<file path="src/rtl/regfile_sb.sv">
// Parametrised register file with N read ports, one write port,
// optional write-through bypass, hardwired zero register and pending-write scoreboard.
module regfile_sb #(
  parameter int WORD     = 32,
  parameter int SIZE     = 16,
  parameter int NREAD    = 2,
  parameter int ZERO_REG = 1,
  parameter int BYPASS   = 1,
  localparam int AW      = (SIZE > 2) ? $clog2(SIZE) : 1
) (
  input  logic                  clk,
  input  logic                  rst,
  input  logic                  wr_en,
  input  logic [AW-1:0]         wr_addr,
  input  logic [WORD-1:0]       wr_data,
  input  logic [NREAD*AW-1:0]   rd_addr,
  output logic [NREAD*WORD-1:0] rd_data,
  output logic [NREAD-1:0]      rd_busy,
  input  logic                  rsv_en,
  input  logic [AW-1:0]         rsv_addr,
  output logic                  rsv_ok,
  output logic [SIZE-1:0]       pending
);

  logic [WORD-1:0] regs [SIZE];
  logic [SIZE-1:0] pend;
  logic            wr_ok;

  function automatic logic valid(input logic [AW-1:0] a);
    return (int'(a) < SIZE) && !((ZERO_REG != 0) && (a == '0));
  endfunction

  assign wr_ok   = wr_en & valid(wr_addr);
  assign rsv_ok  = ~rst & rsv_en & valid(rsv_addr) & ~pend[rsv_addr];
  assign pending = pend;

  // A write clears the bit first so a same-cycle accepted reservation wins
  always_ff @(posedge clk or posedge rst) begin
    if (rst) begin
      for (int r = 0; r < SIZE; r++) regs[r] <= '0;
      pend <= '0;
    end else begin
      if (wr_ok) begin
        regs[wr_addr] <= wr_data;
        pend[wr_addr] <= 1'b0;
      end
      if (rsv_ok) pend[rsv_addr] <= 1'b1;
    end
  end

  for (genvar i = 0; i < NREAD; i++) begin : g_rd
    logic [AW-1:0] a;
    logic          hit;

    assign a   = rd_addr[i*AW +: AW];
    assign hit = (BYPASS != 0) && wr_en && (wr_addr == a);

    always_comb begin
      rd_data[i*WORD +: WORD] = '0;
      rd_busy[i]              = 1'b0;
      if (!rst && valid(a)) begin
        if (hit) begin
          rd_data[i*WORD +: WORD] = wr_data;
        end else begin
          rd_data[i*WORD +: WORD] = regs[a];
          rd_busy[i]              = pend[a];
        end
      end
    end
  end

endmodule

</file>
<file path="config.mk">
export PLATFORM = sky130hd
export DESIGN_NAME = regfile_sb
export DESIGN_NICKNAME = d
export VERILOG_FILES = /design/src/rtl/regfile_sb.sv
export SDC_FILE = /design/constraint.sdc
export NUM_CORES = 1
export LEC_CHECK = 0
export CAP_MARGIN = 5
export CORE_MARGIN = 1
export CORE_UTILIZATION = 46
export DETAILED_ROUTE_END_ITERATION = 10
export HOLD_SLACK_MARGIN = 0.12
export SLEW_MARGIN = 20
export SYNTH_ARGS = -nofsm -noshare
export SYNTH_HDL_FRONTEND = slang
export SYNTH_SLANG_ARGS = --single-unit
</file>
<file path="constraint.sdc">
create_clock -name clk -period 24.8 [get_ports clk]
set_clock_uncertainty 0.2 [all_clocks]
set_input_delay 3.72 -clock clk [delete_from_list [all_inputs] [get_ports clk]]
set_output_delay 3.72 -clock clk [all_outputs]
set_load 0.02 [all_outputs]
</file>
==> results by stage <==
Run status:
- The run finished with clean final reports.

Yosys:
- The synthesized design contains 0 enable-type register cells.
- The synthesized netlist net count is 1902.
- The top flip-flop cell by instance count after synthesis is dfrtp_1.
- Counting every instance in the synthesized netlist gives about 1900.
- The cell area that synthesis handed to floorplanning was 29000 sq um.
- After synthesis, flip-flops and latches occupy roughly 46% of the total area.
- In this run, synthesis produced a sequential element count of about 530.
- Averaged over all synthesized cells, the footprint is 15.7 sq um.
- In the synthesized netlist the async set-or-reset flop fraction comes to 100%.
- For this run, the number of Yosys warnings is 0.
- Yosys mapped the design onto 35 distinct sky130hd cell types.

Clock tree:
- Clock-pin slew was measured on the worst setup and hold paths at approximately 0.06 ns.
- The number of gates resized after CTS was 0.
- The number of levels the H-tree was split into is 2.
- The buffer depth of the longest clock path is 3.
- The hold buffer count at cts is 0.
- Counting every sink on the clock net gives 528.
- At the later pin of the worst-skew pair, clock insertion delay measures between 0.6 and 0.7 ns.
- TritonCTS built the clock tree.
- The cell at the root of the clock tree is clkbuf_16.
- Post-CTS timing repair inserted 0 buffers for setup.
- The total clock buffers created by CTS is 61.

Drt:
- The detailed router used layers up to and including met4.
- The detailed-routing iteration count for the pre-antenna-repair pass is 5.
- The first-iteration detailed-routing DRC count is 1230.
- In this run the remaining antenna-violating nets after routing total 0.
- The total vias in the final route is between 15000 and 20000.
- For this block, wires on met1 add up to between 30 and 40 mm.
- After detailed routing, the total wire length is roughly 80 mm.
- The DRC violation count after routing is 0.
- The detailed route wirelength on metal3 is 3.56 mm.
- The average wire per cell in the routed design is 28.6 microns.
- Using the TritonRoute via totals, the vias-per-cell ratio works out to 6.25.
- In the detailed route, the total length drawn on met2 is 37.3 mm.

Floorplan:
- The floorplan step defined a core boundary enclosing between 60000 and 70000 sq um.
- The horizontal die dimension is roughly 250 microns.
- The die area is 64000 sq um.
- The chip height is 253 microns.
- 135 I/O pins were placed.
- The initial utilization of the core area, before any placement, comes to 46.8%.
- After floorplanning, the core was divided into 91 placement rows.

Global routing:
- The initial antenna violation count is 1.
- The global-route wire length before repair is 119 mm.
- After global routing the overflow that remains totals 0.
- The via count of the first global-routing pass is about 18000.
- The pin count of the biggest net entering global routing is between 150 and 200.
- Global routing used between 20% and 30% of the available tracks.

STA:
- The final-report setup violation count is 0.
- On the final layout, the worst hold slack is about 0.19 ns.
- The worst path uses 46.2% of the clock period.
- Across all setup checks in the final design, the least slack found is about 13 ns.
- In this run the tightest slew margin relative to its limit is 25.8%.
- Setup repair after global routing left no endpoint under its margin.
- The summed negative setup slack over all endpoints is 0 ns.
- At the pin with the least slew margin, the transition time is about 1.1 ns.
- The max-slew violation count is 0.
- The time the final worst path needs with I/O delays and setup is 11.46 ns.
- The number of hold-slack violations in the final timing report is 0.
- For this run, the top clock speed supported by timing is 0.0873 GHz.

Setup path:
- Grouping stages by cell kind, the critical path spends the most delay in buffers and inverters.
- The critical path goes through buf_6, buf_4, buf_4, mux4_1, mux2i_1, mux2i_1, a22o_1, clkdlybuf4s50_1.
- The worst register-to-register path ends at pending[10].
- The number of buffers and inverters on the critical path is 4.
- STA puts the critical path data required time at ~21 ns.
- In this run the worst path has a maximum fanout of 52.
- The critical path class is in -> out.
- The critical path crosses 8 cells after its start point.
- The delay of the slowest cell on the worst path is 0.85 ns.
- The worst-case reg-to-reg path depth is 4.
- The worst register-to-register path begins at pending[11].
- The critical path endpoint category is an output pin.
- The data arrival at the endpoint of the critical path is between 7 and 8 ns.
- The sort of element at the start of the critical path is a primary input.
- The worst register-to-register path has a setup slack of 22.77 ns.
- The slowest cell on the critical path is buf_4.

Hold path:
- The end point of the most critical hold path is regs[509].
- The worst hold path cell count is 0.
- The start point of the worst min-delay path is regs[509].
- In this run the worst hold path is classified as reg -> reg.

Layout:
- For this run, the post-layout net count is 1915.
- The top cell types in the final layout, fill and taps aside, are 528 x dfrtp_1, 482 x mux2_2, 257 x mux4_2, 196 x mux2i_1, 126 x clkdlybuf4s50_1.
- From synthesis to final layout, the design area changed by 12.6%.
- The library cell used most frequently in the layout, excluding fill and tap cells, is dfrtp_1.
- Of the cells placed in the final design, the portion with a size suffix greater than 1 is 47.2%.
- The repair_antennas step left the layout with diodes totalling 0.
- The number of fill cells in the layout is roughly 5000.

Placed design:
- The post-placement setup slack is between 10 and 15 ns.
- The port buffer count is 134.
- The HPWL reported at the end of detailed placement is 43.3 mm.
- The congestion estimate from routability-driven global placement came to 0.812.

Power and ir drop:
- The power density over the cells is 85.2 nW/um^2.
- The design draws 2780 uW.
- The analysis attributes to cell leakage a power of approximately 0.014 uW.
- IR analysis of the VDD net gives a maximum drop of 0.0535 mV.

Flow run:
- The tool flagged a number of max-cap violations equal to 0.
==> cell usage after synthesis (all sizes together), types with 2 or more instances <==
cell type | instances | area share (%)
o21ai | 10 | 0.17
and4b | 2 | 0.069
mux2i | 196 | 6.8
clkbuf | 71 | 0.92
xnor2 | 2 | 0.060
xor2 | 6 | 0.18
buf | 147 | 3.3
a22o | 69 | 2.1
nor3 | 2 | 0.035
nor2 | 12 | 0.16
mux4 | 267 | 21
a21oi | 2 | 0.035
a31oi | 2 | 0.043
a2111oi | 3 | 0.091
nand3b | 2 | 0.052
or3 | 3 | 0.065
nor3b | 3 | 0.078
mux2 | 482 | 19
dfrtp | 528 | 46
inv | 10 | 0.13
nand2 | 17 | 0.22
o41ai | 2 | 0.060
nand2b | 5 | 0.11
o211a | 2 | 0.069
==> worst register-to-register path: stages, from the launching register on <==
cell     delay [ns]
dfrtp_1        0.46
mux4_2         0.51
nor3b_1        0.54
nand2_1        0.11
o21ai_0        0.11
==> layout make-up <==
type | count | area, sq um | area share (%)
clock buffers | 87 | 1770 | 5.44
clock inverters | 27 | 302 | 0.924
repair buffers | 168 | 1620 | 4.95
multi-input cells | 1094 | 14600 | 44.8
well taps | 837 | 1050 | 3.21
flip-flops and latches | 528 | 13200 | 40.5
inverters | 10 | 45.0 | 0.138
==> through the flow <==
step	cells	instance area [sq um]	util, %
detailed placement	2637	30500	49.3
CTS	2751	32600	52.7
global route	2751	32600	52.7
finish	2751	32600	52.7
global placement	2637	30500	49.3
floorplan	1850	29000	-
==> cell families (layout without fill, tap and decap cells) <==
family                    after synthesis  in the layout  share of synthesized area, %
buffers and inverters                 228            292                          4.32
DFF                                   528            528                          45.6
and+or+nand+nor                        49             49                         0.842
muxes                                 945            945                          46.4
AOI/OAI and AO/OA                      92             92                          2.61
xor gates and xnor gates                8              8                         0.242
==> registers in the layout (all words and copies together) (netlist names) <==
register,cells
regs,512
pending,16
==> worst max-delay path by stage <==
stage / slack (ns) / start / to
floorplan: 3.81 / rst / rd_data[10]
finish: 13.34 / rd_addr[6] / rd_data[53]
global placement: 13.33 / rd_addr[6] / rd_data[53]
CTS: 13.34 / rd_addr[6] / rd_data[53]
global route: 13.25 / rd_addr[6] / rd_data[53]
detailed placement: 13.36 / rd_addr[6] / rd_data[53]
==> per-layer routing <==
metal / vias to the layer above / track usage, %
met4: 0 / 7.71
met1: 9394 / 36.3
met3: 134 / 3.32
li1: 7197 / -
met2: 474 / 40.0
met5: - / 0
==> where the power goes <==
group | leakage [uW] | internal, uW | switching (uW)
Sequential | 0.00654 | 1050 | 136
Clock | 0.00103 | 557 | 370
Combinational | 0.00617 | 405 | 259
Power figures use the tool's default switching activity.
